File: src/rtl/grey_sync_pkg.sv
// Shared types and helpers for the grey-vector synchronizer/decoder.
// The helpers work on a wide zero-extended vector so any width up to GREY_MAX_W can use them.
package grey_sync_pkg;

  localparam int unsigned GREY_MAX_W = 64;

  typedef enum logic [1:0] {
    FILL = 2'd0,
    SEED = 2'd1,
    RUN  = 2'd2
  } sync_state_t;

  // Zero upper bits do not disturb the prefix-XOR, so narrower vectors decode correctly.
  function automatic logic [GREY_MAX_W-1:0] grey2bin(input logic [GREY_MAX_W-1:0] g);
    logic [GREY_MAX_W-1:0] b;
    b[GREY_MAX_W-1] = g[GREY_MAX_W-1];
    for (int i = GREY_MAX_W - 2; i >= 0; i--) begin
      b[i] = b[i+1] ^ g[i];
    end
    return b;
  endfunction

  function automatic int unsigned popcount(input logic [GREY_MAX_W-1:0] v);
    int unsigned n;
    n = 0;
    for (int i = 0; i < GREY_MAX_W; i++) begin
      n = n + 32'(v[i]);
    end
    return n;
  endfunction

endpackage

File: src/rtl/greyvector_sync_dec_if.sv
// Bundle of the source-side input and the clk_dest-side results of greyvector_sync_dec.
// master drives the grey vector and error clear; slave is the decoder.
interface greyvector_sync_dec_if #(
  parameter int VECTORWIDTH = 4,
  parameter int ERRCNT_W    = 4
);

  logic [VECTORWIDTH-1:0] vect_src;
  logic                   clr_err;
  logic                   valid_dest;
  logic [VECTORWIDTH-1:0] grey_dest;
  logic [VECTORWIDTH-1:0] bin_dest;
  logic [VECTORWIDTH-1:0] delta_dest;
  logic                   adv_dest;
  logic                   err_dest;
  logic                   err_sticky;
  logic [ERRCNT_W-1:0]    err_cnt;

  modport master (
    output vect_src,
    output clr_err,
    input  valid_dest,
    input  grey_dest,
    input  bin_dest,
    input  delta_dest,
    input  adv_dest,
    input  err_dest,
    input  err_sticky,
    input  err_cnt
  );

  modport slave (
    input  vect_src,
    input  clr_err,
    output valid_dest,
    output grey_dest,
    output bin_dest,
    output delta_dest,
    output adv_dest,
    output err_dest,
    output err_sticky,
    output err_cnt
  );

endinterface

File: src/rtl/grey_sync_chain.sv
// Plain multi-flop synchronizer for a grey vector: no logic between stages, all stages reset to 0.
module grey_sync_chain #(
  parameter int VECTORWIDTH = 4,
  parameter int SYNC_STAGES = 2
) (
  input  logic                   clk_dest,
  input  logic                   rst_dest_n,
  input  logic [VECTORWIDTH-1:0] vect_src,
  output logic [VECTORWIDTH-1:0] gsync
);

  genvar gi;
  for (gi = 0; gi < SYNC_STAGES; gi++) begin : g_stage
    logic [VECTORWIDTH-1:0] stage_reg;
    if (gi == 0) begin : g_first
      // First stage samples the asynchronous source directly.
      always_ff @(posedge clk_dest or negedge rst_dest_n) begin
        if (!rst_dest_n) begin
          stage_reg <= '0;
        end else begin
          stage_reg <= vect_src;
        end
      end
    end else begin : g_follow
      always_ff @(posedge clk_dest or negedge rst_dest_n) begin
        if (!rst_dest_n) begin
          stage_reg <= '0;
        end else begin
          stage_reg <= g_stage[gi-1].stage_reg;
        end
      end
    end
  end

  assign gsync = g_stage[SYNC_STAGES-1].stage_reg;

endmodule

File: src/rtl/greyvector_sync_dec.sv
// Grey-vector synchronizer into clk_dest with binary decode, modular advance reporting and
// multi-bit transition detection; a start-up FSM keeps reports quiet while the chain fills.
module greyvector_sync_dec
  import grey_sync_pkg::*;
#(
  parameter int VECTORWIDTH = 4,
  parameter int SYNC_STAGES = 2,
  parameter int ERR_CHK     = 1,
  parameter int ERRCNT_W    = 4
) (
  input  logic                clk_dest,
  input  logic                rst_dest_n,
  greyvector_sync_dec_if.slave bus
);

  if (SYNC_STAGES < 2) begin : g_bad_stages
    $error("greyvector_sync_dec: SYNC_STAGES must be at least 2");
  end
  if (VECTORWIDTH < 2 || VECTORWIDTH > int'(GREY_MAX_W)) begin : g_bad_width
    $error("greyvector_sync_dec: VECTORWIDTH out of range");
  end

  localparam int CNT_W = $clog2(SYNC_STAGES);
  localparam logic [CNT_W-1:0] FILL_LAST = CNT_W'(SYNC_STAGES - 1);

  logic [VECTORWIDTH-1:0] gsync;
  logic [VECTORWIDTH-1:0] gsync_bin;

  sync_state_t            state_reg, state_next;
  logic [CNT_W-1:0]       cnt_reg, cnt_next;
  logic                   valid_reg, valid_next;
  logic [VECTORWIDTH-1:0] grey_reg, grey_next;
  logic [VECTORWIDTH-1:0] bin_reg, bin_next;
  logic [VECTORWIDTH-1:0] delta_reg, delta_next;
  logic                   adv_reg, adv_next;
  logic                   err_reg, err_next;
  logic                   sticky_reg;
  logic [ERRCNT_W-1:0]    errcnt_reg;

  grey_sync_chain #(
    .VECTORWIDTH (VECTORWIDTH),
    .SYNC_STAGES (SYNC_STAGES)
  ) u_chain (
    .clk_dest   (clk_dest),
    .rst_dest_n (rst_dest_n),
    .vect_src   (bus.vect_src),
    .gsync      (gsync)
  );

  assign gsync_bin = VECTORWIDTH'(grey2bin(GREY_MAX_W'(gsync)));

  always_ff @(posedge clk_dest or negedge rst_dest_n) begin
    if (!rst_dest_n) begin
      state_reg <= FILL;
      cnt_reg   <= '0;
      valid_reg <= 1'b0;
      grey_reg  <= '0;
      bin_reg   <= '0;
      delta_reg <= '0;
      adv_reg   <= 1'b0;
      err_reg   <= 1'b0;
    end else begin
      state_reg <= state_next;
      cnt_reg   <= cnt_next;
      valid_reg <= valid_next;
      grey_reg  <= grey_next;
      bin_reg   <= bin_next;
      delta_reg <= delta_next;
      adv_reg   <= adv_next;
      err_reg   <= err_next;
    end
  end

  always_comb begin
    state_next = state_reg;
    cnt_next   = cnt_reg;
    valid_next = valid_reg;
    grey_next  = grey_reg;
    bin_next   = bin_reg;
    delta_next = '0;
    adv_next   = 1'b0;
    err_next   = 1'b0;
    case (state_reg)
      FILL: begin
        // Chain contents are not yet a real source sample; keep everything at 0.
        cnt_next   = cnt_reg + 1'b1;
        valid_next = 1'b0;
        grey_next  = '0;
        bin_next   = '0;
        if (cnt_reg == FILL_LAST) begin
          state_next = SEED;
        end
      end
      SEED: begin
        // Baseline sample: no previous value to compare against.
        grey_next  = gsync;
        bin_next   = gsync_bin;
        valid_next = 1'b1;
        state_next = RUN;
      end
      RUN: begin
        grey_next  = gsync;
        bin_next   = gsync_bin;
        delta_next = gsync_bin - bin_reg;
        adv_next   = (gsync != grey_reg);
        if (ERR_CHK != 0) begin
          err_next = (popcount(GREY_MAX_W'(gsync ^ grey_reg)) > 32'd1);
        end
      end
      default: begin
        state_next = FILL;
      end
    endcase
  end

  if (ERR_CHK != 0) begin : g_err_track
    // A fresh error in the same cycle as a clear takes precedence over the clear.
    always_ff @(posedge clk_dest or negedge rst_dest_n) begin
      if (!rst_dest_n) begin
        sticky_reg <= 1'b0;
        errcnt_reg <= '0;
      end else if (err_next) begin
        sticky_reg <= 1'b1;
        if (bus.clr_err) begin
          errcnt_reg <= ERRCNT_W'(1);
        end else if (errcnt_reg != '1) begin
          errcnt_reg <= errcnt_reg + 1'b1;
        end
      end else if (bus.clr_err) begin
        sticky_reg <= 1'b0;
        errcnt_reg <= '0;
      end
    end
  end else begin : g_no_err_track
    assign sticky_reg = 1'b0;
    assign errcnt_reg = '0;
  end

  assign bus.valid_dest = valid_reg;
  assign bus.grey_dest  = grey_reg;
  assign bus.bin_dest   = bin_reg;
  assign bus.delta_dest = delta_reg;
  assign bus.adv_dest   = adv_reg;
  assign bus.err_dest   = err_reg;
  assign bus.err_sticky = sticky_reg;
  assign bus.err_cnt    = errcnt_reg;

endmodule

File: src/flat_wrapper.sv
// flat-port wrapper written by rule: the top's interface ports become plain ports
module greyvector_sync_dec_flat import grey_sync_pkg::*;
#(
  parameter int VECTORWIDTH = 4,
  parameter int SYNC_STAGES = 2,
  parameter int ERR_CHK     = 1,
  parameter int ERRCNT_W    = 4
)
  (clk_dest, rst_dest_n, bus_vect_src, bus_clr_err, bus_valid_dest, bus_grey_dest, bus_bin_dest, bus_delta_dest, bus_adv_dest, bus_err_dest, bus_err_sticky, bus_err_cnt);
  greyvector_sync_dec_if #(.VECTORWIDTH(VECTORWIDTH), .ERRCNT_W(ERRCNT_W)) bus_i ();
  input  logic clk_dest;
  input  logic rst_dest_n;
  input wire logic [$bits(bus_i.vect_src)-1:0] bus_vect_src;
  input wire logic [$bits(bus_i.clr_err)-1:0] bus_clr_err;
  output wire logic [$bits(bus_i.valid_dest)-1:0] bus_valid_dest;
  output wire logic [$bits(bus_i.grey_dest)-1:0] bus_grey_dest;
  output wire logic [$bits(bus_i.bin_dest)-1:0] bus_bin_dest;
  output wire logic [$bits(bus_i.delta_dest)-1:0] bus_delta_dest;
  output wire logic [$bits(bus_i.adv_dest)-1:0] bus_adv_dest;
  output wire logic [$bits(bus_i.err_dest)-1:0] bus_err_dest;
  output wire logic [$bits(bus_i.err_sticky)-1:0] bus_err_sticky;
  output wire logic [$bits(bus_i.err_cnt)-1:0] bus_err_cnt;
  assign bus_i.vect_src = bus_vect_src;
  assign bus_i.clr_err = bus_clr_err;
  assign bus_valid_dest = bus_i.valid_dest;
  assign bus_grey_dest = bus_i.grey_dest;
  assign bus_bin_dest = bus_i.bin_dest;
  assign bus_delta_dest = bus_i.delta_dest;
  assign bus_adv_dest = bus_i.adv_dest;
  assign bus_err_dest = bus_i.err_dest;
  assign bus_err_sticky = bus_i.err_sticky;
  assign bus_err_cnt = bus_i.err_cnt;
  greyvector_sync_dec #(.VECTORWIDTH(VECTORWIDTH), .SYNC_STAGES(SYNC_STAGES), .ERR_CHK(ERR_CHK), .ERRCNT_W(ERRCNT_W)) u_core (.clk_dest(clk_dest), .rst_dest_n(rst_dest_n), .bus(bus_i));
endmodule
File: config.mk
export PLATFORM = sky130hd
export DESIGN_NAME = greyvector_sync_dec_flat
export DESIGN_NICKNAME = d
export VERILOG_FILES = /design/src/rtl/grey_sync_pkg.sv /design/src/rtl/greyvector_sync_dec_if.sv /design/src/rtl/grey_sync_chain.sv /design/src/rtl/greyvector_sync_dec.sv /design/src/flat_wrapper.sv
export SDC_FILE = /design/constraint.sdc
export NUM_CORES = 1
export LEC_CHECK = 0
export CAP_MARGIN = 20
export CORE_UTILIZATION = 35
export CTS_BUF_LIST = sky130_fd_sc_hd__clkbuf_4
export DETAILED_ROUTE_END_ITERATION = 7
export GPL_ROUTABILITY_DRIVEN = 0
export MAX_ROUTING_LAYER = met4
export PLACE_DENSITY = 0.61
export SLEW_MARGIN = 20
export SYNTH_ARGS = -nofsm -noshare
export SYNTH_HDL_FRONTEND = slang
export SYNTH_SLANG_ARGS = --single-unit
File: constraint.sdc
create_clock -name clk_dest -period 1.93 [get_ports clk_dest]
set_clock_uncertainty 0.05 [all_clocks]
set_input_delay 0.579 -clock clk_dest [delete_from_list [all_inputs] [get_ports clk_dest]]
set_output_delay 0.579 -clock clk_dest [all_outputs]
set_load 0.1 [all_outputs]
# Word level (Yosys, flattened, before mapping)
# Index checks and enable logic that the tools add are counted.
# classes
add_sub_neg	66
order_cmp	1
n_eq_ne	5
n_mux	14
n_bitwise	5
reduce_logical	8
# op_table
op	count
$add 32x1->32 const B	60
$add 32x1->32	2
$gt 32x1->1 const B	1
$mux 4	5
$pmux 4 s2	2
$reduce_bool 2->1	4
$pmux 2 s3	1
$add 4x1->4 const B	1
$mux 1	4
$ne 4x4->1	1
$ne 4x4->1 const B	1
$reduce_and 2->1	2
$sub 4x4->4	1
$xor 4x4->4	1
$xor 1x1->1	3
$add 1x1->2	1
$eq 2x1->1 const B	1
$eq 2x2->1 const B	1
$logic_not 2->1	1
$mux 2	1
$ne 2x1->1 const B	1
$pmux 1 s2	1
$reduce_or 2->1	1
$add 1x1->1 const B	1
$not 1->1	1
# word_totals
regBits	31
input_bits	7
output_inout_bits	20
elab_cells	111

# Depth between registers and ports, before layout
# Gate-level depths: netlist of the first run.
# logic_depth
word_depth	68
mapped_depth	8
depth_no_buf	8

# Cells and area by module
# From an unflattened synthesis of the first run, not the netlist that was laid out.
# hier_totals
hier_cells	119
hier_area_um2	1343.8
# modules_own_cells
mod	n_inst	cells_each	area_per_inst_um2	seq_area_each_um2
greyvector_sync_dec	1	111	1143.6	550.5
grey_sync_chain	1	8	200.2	200.2

# Worst setup path after synthesis of the first run
# OpenSTA, ideal clock, no wires.
# synth_path
path_type	reg-to-reg
from	register u_core.grey_reg[0], in the netlist u_core.bus.grey_dest[0]
to	register u_core.errcnt_reg[3], in the netlist u_core.bus.err_cnt[3]
setup_ns	0.096
arrival_time_ns	2.522
required_ns	1.784
slack_ns	-0.738
stages_incl_launch_ff	9
n_path_buf	1
period_less_slack_ns	2.668
cell_sequence	dfrtp_1 > xor2_1 > ha_1 > ha_1 > o21a_1 > a31o_1 > buf_6 > and4_1 > a311oi_2
# synth_via
elab_chain_cells	68
word_cells_on_any_way	69
cone_classes	63 x add/sub; 1 x order compare; 2 x mux; 1 x bitwise; 2 x reduce/logical
# synth_rtl
element	line	text
start: declaration	greyvector_sync_dec.sv:32	logic [VECTORWIDTH-1:0] grey_reg, grey_next;
start signal: assignment	greyvector_sync_dec.sv:66	grey_reg <= grey_next;
$xor 4x4->4 (*)	greyvector_sync_dec.sv:107	err_next = (popcount(GREY_MAX_W'(gsync ^ grey_reg)) > 32'd1);
$add 1x1->2 (*)	grey_sync_pkg.sv:27	n = n + 32'(v[i]);
$add 32x1->32 (*) (62 in a row)	grey_sync_pkg.sv:27	
$gt 32x1->1 (*)	greyvector_sync_dec.sv:107	
$mux 1 (*)	greyvector_sync_dec.sv:83	case (state_reg)
named net u_core.err_next	greyvector_sync_dec.sv:36	logic err_reg, err_next;
$reduce_bool 2->1 (no line)	--	
$reduce_and 2->1 (no line)	--	
end signal: assignment	greyvector_sync_dec.sv:127	errcnt_reg <= errcnt_reg + 1'b1;
end: declaration	greyvector_sync_dec.sv:38	logic [ERRCNT_W-1:0] errcnt_reg;
# The timed path passes the listed nets; every way through them passes the cells marked *.
# A chain may end at the register's enable or synchronous reset.

# Final worst setup path of the first run
# layout_path
from	register u_core.grey_reg[1], in the netlist u_core.bus.grey_dest[1]
to	register u_core.errcnt_reg[1], in the netlist u_core.bus.err_cnt[1]
# layout_via
elab_chain_cells	68
word_cells_on_any_way	69
cone_classes	63 x add/sub; 1 x order compare; 2 x mux; 1 x bitwise; 2 x reduce/logical
# layout_rtl
element	line
$xor 4x4->4 (*)	greyvector_sync_dec.sv:107
$add 1x1->2 (*)	grey_sync_pkg.sv:27
$add 32x1->32 (*) (62 in a row)	grey_sync_pkg.sv:27
$gt 32x1->1 (*)	greyvector_sync_dec.sv:107
$mux 1 (*)	greyvector_sync_dec.sv:83
$reduce_bool 2->1 (no line)	--
$reduce_and 2->1 (no line)	--
# Mark *: on every way between the ends. The rest lies on a longest branch, timed or not.

==> flow_metrics.env, run 1 <==
export IMPL_core_mm2=0.00372
export IMPL_synth_seq_cells=30
export IMPL_final_layout_size_suffix_gt1_frac=0.401
export IMPL_yosys_mux_area_fraction=0
export IMPL_antenna_cells=0
export IMPL_grt_use_met3=0.0387
export IMPL_grt_usage=0.154
export IMPL_setup_viol=6
export IMPL_crit_top_cell="ha_4"
export IMPL_use_met2=0.241
export IMPL_worstPathMaxFanout=4
export IMPL_grt_max_degree=31
export IMPL_preCtsSetupSlack_ns=-0.289
export IMPL_wl_per_cell_um=13.2
export IMPL_synth_simple_area_share=0.0894
export IMPL_worst_path_largest_cell_delay_ns=0.51
export IMPL_rows=22
export IMPL_synth_common_cells="dfrtp_1, nand2_1, inv_1, ha_1, o21ai_0"
export IMPL_tns_ns=-0.692
export IMPL_leakage_nw=1.00
export IMPL_ir_drop_mv=0.840
export IMPL_yosys_area_top_type_share=0.542
export IMPL_synth_fa_ha_area_frac=0.114
export IMPL_syn_inst=120
export IMPL_cts_buffers=5
export IMPL_p_sw_mw=1.13
export IMPL_hold_class="register to register"
export IMPL_synth_edf_count=0
export IMPL_slew_viol_final=0
export IMPL_via_per_inst=4.76
export IMPL_power_density_mw_per_mm2=1140
export IMPL_place_hpwl_mm=1.87
export IMPL_die_area_mm2=0.00421
export IMPL_internal_power_mw=1.39
export IMPL_violations="setup timing"
export IMPL_slew_headroom=0.696
export IMPL_top_usage_layer="met2"
export IMPL_antenna_found_initial=0
export IMPL_crit_slowest_cell="dfrtp_4"
export IMPL_yosysTopAreaCell="dfrtp_1"
export IMPL_die_w_um=64.9
export IMPL_clock_sinks=30
export IMPL_grt_met1_usage=0.187
export IMPL_grt_pass1_vias=1021
export IMPL_area_delta_synth_final_pct=58.9
export IMPL_min_period_ns=2.12
export IMPL_ios=27
export IMPL_die_h_um=64.9
export IMPL_status="finished, violations left"
export IMPL_synth_xor_area_frac=0.0732
export IMPL_placement_io_buffers=26
export IMPL_setup_slack_ns=-0.191
export IMPL_critPathCaptureType="register"
export IMPL_remaining_drc_errors=0
export IMPL_clk_pin_slew_worst_paths_ns=0.10
export IMPL_yosysMostFrequentCell="dfrtp_1"
export IMPL_worst_pin_slew_ns=0.456
export IMPL_wl_mm=2.83
export IMPL_final_util=0.592
export IMPL_synth_top_cells_by_area="dfrtp_1, ha_1, nand2_1"
export IMPL_worstSetupPathType="register to register"
export IMPL_drv_cap=0
export IMPL_yosysWarnings=0
export IMPL_cts_root_buf="clkbuf_4"
export IMPL_syn_cell_area_mm2=0.00139
export IMPL_period_share=1.10
export IMPL_hold_viol=0
export IMPL_synthArstFlopShare=1.00
export IMPL_max_freq_mhz=471
export IMPL_nNetsFinal=185
export IMPL_insertion_delay_ns=0.32
export IMPL_path_buf_inv=1
export IMPL_synth_nets=139
export IMPL_grt_pass1_wl_mm=4.63
export IMPL_p_clk_frac=0.140
export IMPL_path_delay_family="compound AO/OA/AOI/OAI gates"
export IMPL_clockBufferDepth=2
export IMPL_synth_top_family_by_area="compound AO/OA/AOI/OAI gates"
export IMPL_cts_tree="yes"
export IMPL_first_iter_violations=39
export IMPL_avgSynthCellArea_um2=11.5
export IMPL_cts_htree_levels=2
export IMPL_yosysSeqAreaShare=0.542
export IMPL_p_comb_frac=0.528
export IMPL_synth_flop_cell="dfrtp_1"
export IMPL_overflow=0
export IMPL_startpoint_type="register"
export IMPL_start_util=0.373
export IMPL_ys_types=30
export IMPL_seqPwrFrac=0.331
export IMPL_drtAntennaViolNets=0
export IMPL_worst_ep_required_time_ns=2.10
export IMPL_crit_chain="xor2_4 -> ha_4 -> ha_4 -> o21a_1 -> a31o_4 -> buf_6 -> and2_4 -> a31o_1"
export IMPL_swShare=0.449
export IMPL_synth_compound_gate_area_share=0.130
export IMPL_dr_pass1_iters=4
export IMPL_holdWs_ns=0.303
export IMPL_num_vias=1023
export IMPL_rsz0062_at_grt="yes"
export IMPL_crit_arrival_ns=2.29
==> logic make-up (layout without fill, tap and decap cells) <==
kind of cell,count (synthesis),in the layout
compound gates,26,26
fa+ha+maj,12,12
buf+inv,16,63
simple gates,27,27
xor+xnor,9,9
flops,30,30
==> routing by layer <==
| layer | share of wire | vias to the layer above | wire, µm |
|---|---|---|---|
| li1 | - | 486 | - |
| met1 | 0.43 | 506 | 1230 |
| met2 | 0.51 | 24 | 1450 |
| met3 | 0.033 | 7 | 94 |
| met4 | 0.020 | 0 | 56 |
| met5 | 0 | - | 0 |
==> per-stage QoR <==
| stage | power, mW | area [µm²] | cells |
|---|---|---|---|
| floorplan | 1.57 | 1400 | 120 |
| global placement | 2.05 | 2000 | 203 |
| detailed placement | 2.07 | 2000 | 203 |
| CTS | 2.48 | 2120 | 215 |
| global route | 2.63 | 2200 | 215 |
| finish | 2.52 | 2200 | 215 |
==> layout make-up <==
type                    instances  area [µm²]
fillers                       302        1520
flip-flops and latches         30         762
multi-input cells              74         676
repair buffers                 42         601
well taps                      48        60.1
inverters                      13        48.8
clock buffers                   6        45.0
clock inverters                 2        8.76
==> placed cells by master (no fill, tap or decap), types with 2 or more instances in the layout <==
cell type        count
dfrtp_1             25
clkdlybuf4s50_1      6
nor2_1               3
nand2_1             15
o21ai_0              6
buf_6                2
a21oi_1              5
ha_4                 2
inv_1               13
dfrtp_2              3
buf_4               13
buf_12              21
xor2_2               3
clkbuf_4             6
ha_1                 8
o21a_1               2
xor2_1               3
a21o_1               2
xor2_4               2
dfrtp_4              2
o21ai_1              2
==> final timing paths <==
| kind | endpoint | cells after the start | slack, ns | start |
|---|---|---|---|---|
| max | u_core.bus.err_cnt[1] | 8 | -0.19 | u_core.bus.grey_dest[1] |
| min | u_core.u_chain.gsync[1] | 0 | 0.30 | u_core.u_chain.g_stage[0].stage_reg[1] |
| max reg2reg | u_core.bus.err_cnt[1] | 8 | -0.19 | u_core.bus.grey_dest[1] |
| min reg2reg | u_core.u_chain.gsync[1] | 0 | 0.30 | u_core.u_chain.g_stage[0].stage_reg[1] |
| max in group asynchronous | u_core.bus.grey_dest[1] | 2 | 1.07 | rst_dest_n |
| min in group asynchronous | u_core.bus.err_dest | 2 | 0.58 | rst_dest_n |
==> power groups by stage <==
stage | sequential (mW) | combinational [mW] | clock (mW)
after floorplan | 1.37 | 0.195 | 0
after global placement | 0.837 | 1.21 | 0
after detailed placement | 0.843 | 1.22 | 0
after CTS | 0.832 | 1.28 | 0.364
after global routing | 0.851 | 1.38 | 0.395
final | 0.834 | 1.33 | 0.353
==> repair_timing <==
| action | CTS | global route |
|---|---|---|
| hold buffers | 0 | 0 |
| pin swaps | 6 | 11 |
| endpoints found under the setup margin | 7 | 9 |
| resized for setup | 9 | 13 |
| hold endpoints to repair | 0 | 0 |
| setup buffers | 4 | 0 |
Power figures use the tool's default switching activity.
==> run 2: changes to the inputs <==
Settings changed: CORE_UTILIZATION 35 to 53, PLACE_DENSITY 0.61 to 0.82, RECOVER_POWER set to 25.
Clock period 1.93 ns to 2.1 ns, I/O delays scaled along.
==> run 2 against run 1 <==
  * The run still ends with setup timing left
  * Sequential cell count unchanged
  * Clock power decreased by 11%
  * Count of clock-buffer cells in the layout decreased by 1
  * Non-clock buffer count decreased by 5
  * First-iteration DRC count decreased by 36%
  * Die area decreased by 33%
  * Critical path depth decreased by 1
  * Critical endpoint is now u_core.bus.err_cnt[3]
  * Largest cell class unchanged
  * Highest routed layer unchanged
==> flow_metrics.env, run 2 (synthesis results as in run 1) <==
export IMPL_cts_buffers=5
export IMPL_antenna_found_initial=0
export IMPL_drv_cap=0
export IMPL_power_density_mw_per_mm2=1090
export IMPL_worstPathMaxFanout=7
export IMPL_dp_cells=178
export IMPL_grt_pass1_vias=1050
export IMPL_final_util=0.824
export IMPL_antenna_cells=0
export IMPL_layout_cells_non_filler=192
export IMPL_placement_io_buffers=26
export IMPL_hold_path_depth=0
export IMPL_rows=18
export IMPL_overflow=0
export IMPL_dr_pass1_iters=4
export IMPL_slew_headroom=0.510
export IMPL_critPathCaptureType="register"
export IMPL_core_mm2=0.00248
export IMPL_grt_usage=0.244
export IMPL_min_period_ns=2.13
export IMPL_clock_sinks=30
export IMPL_drtAntennaViolNets=0
export IMPL_routed_top_layer="met4"
export IMPL_postCtsHoldBufs=0
export IMPL_setup_viol=3
export IMPL_place_hpwl_mm=1.90
export IMPL_min_delay_start="u_core.u_chain.g_stage[0].stage_reg[2]"
export IMPL_startpoint="u_core.bus.grey_dest[1]"
export IMPL_worst_path_largest_cell_delay_ns=0.51
export IMPL_wl_per_cell_um=14.7
export IMPL_max_freq_mhz=470
export IMPL_start_util=0.559
export IMPL_grt_pass1_wl_mm=4.60
export IMPL_ir_drop_mv=1.11
export IMPL_setup_slack_ns=-0.0285
export IMPL_met1Wirelength_mm=1.10
export IMPL_crit_arrival_ns=2.32
export IMPL_wl_met3_um=136
export IMPL_status="finished, violations left"
export IMPL_area_delta_synth_final_pct=47.4
export IMPL_whs_endpoint="u_core.u_chain.gsync[2]"
export IMPL_fillCellCount=138
export IMPL_cts_tree="yes"
export IMPL_cts_root_buf="clkbuf_4"
export IMPL_nNetsFinal=180
export IMPL_hold_class="register to register"
export IMPL_r2r_start="u_core.bus.grey_dest[1]"
export IMPL_period_share=1.01
export IMPL_layout_commonest_cell="dfrtp_1"
export IMPL_ios=27
export IMPL_worst_ep_required_time_ns=2.29
export IMPL_leakage_nw=0.960
export IMPL_tns_ns=-0.0473
export IMPL_slew_viol_final=0
export IMPL_worstSetupPathType="register to register"
export IMPL_die_h_um=53.1
export IMPL_final_layout_size_suffix_gt1_frac=0.327
export IMPL_final_cell_mix="dfrtp_1, buf_12, nand2_1"
export IMPL_grt_max_degree=31
export IMPL_r2r_end="u_core.bus.err_cnt[3]"
export IMPL_clk_pin_slew_worst_paths_ns=0.10
export IMPL_r2r_slack_ns=-0.03
export IMPL_num_vias=1030
export IMPL_clockBufferDepth=2
export IMPL_worst_pin_slew_ns=0.735
export IMPL_power_mw=2.23
export IMPL_cts_htree_levels=2
export IMPL_crit_chain="xor2_2 -> ha_1 -> ha_2 -> o21a_1 -> a31o_4 -> and4_1 -> a311oi_2"
export IMPL_via_per_inst=5.36
export IMPL_met2_length_mm=1.51
export IMPL_crit_slowest_cell="dfrtp_4"
export IMPL_rr_worst_depth=7
export IMPL_startpoint_type="register"
export IMPL_holdWs_ns=0.305
export IMPL_hold_viol=0
export IMPL_die_area_mm2=0.00282
export IMPL_insertion_delay_ns=0.34
export IMPL_rsz0062_at_grt="yes"
export IMPL_remaining_drc_errors=0
export IMPL_die_w_um=53.1
export IMPL_first_iter_violations=25
export IMPL_violations="setup timing"
export IMPL_wl_mm=2.81
run 2: per-layer routing:
layer,up-vias,track usage
met1,518,0.262
li1,475,-
met2,31,0.420
met4,0,0.0658
met3,6,0.0948
met5,-,-
run 2: what timing repair did:
action | in CTS | in global routing
resized for setup | 4 | 6
buffers inserted | 3 | 3
endpoints found under the setup margin | 4 | 7
pin swaps | 1 | 2
cloned | 0 | 0
run 2: stage by stage:
step	setup WS, ns	area [µm²]
3_3_place_gp	0.0166	1910
5_1_grt	-0.0854	2040
4_1_cts	-0.0290	2000
2_1_floorplan	-0.175	1400
3_5_place_dp	-0.109	1910
6_report	-0.0285	2040
run 2: area by class of cell:
class | instances | area, µm² | area share
Clock inverter | 3 | 11.3 | 0.00551
Multi-Input combinational cell | 74 | 607 | 0.297
Tap cell | 30 | 37.5 | 0.0184
Sequential cell | 30 | 759 | 0.372
Clock buffer | 5 | 37.5 | 0.0184
Inverter | 13 | 48.8 | 0.0239
Timing Repair Buffer | 37 | 541 | 0.265
run 2: power by group:
part / switching, mW / internal (mW)
clock: 0.196 / 0.119
sequential: 0.103 / 0.659
combinational: 0.727 / 0.423
run 2: worst max path at each step:
stage	end	slack (ns)	cells after the start
floorplan	u_core.bus.err_cnt[3]	-0.18	8
global placement	u_core.bus.err_cnt[3]	0.02	7
detailed placement	u_core.bus.err_cnt[3]	-0.11	7
CTS	u_core.bus.err_cnt[3]	-0.03	7
global route	u_core.bus.err_cnt[3]	-0.09	7
finish	u_core.bus.err_cnt[3]	-0.03	7
run 2: critical path: cells and delay by family, from the launching register on:
kind | cells | cell delay, ns
adder cells (fa/ha/maj) | 2 | 0.48
XOR/XNOR | 1 | 0.19
AO/OA/AOI/OAI | 3 | 0.59
AND/OR/NAND/NOR | 1 | 0.21
flip-flops | 1 | 0.51
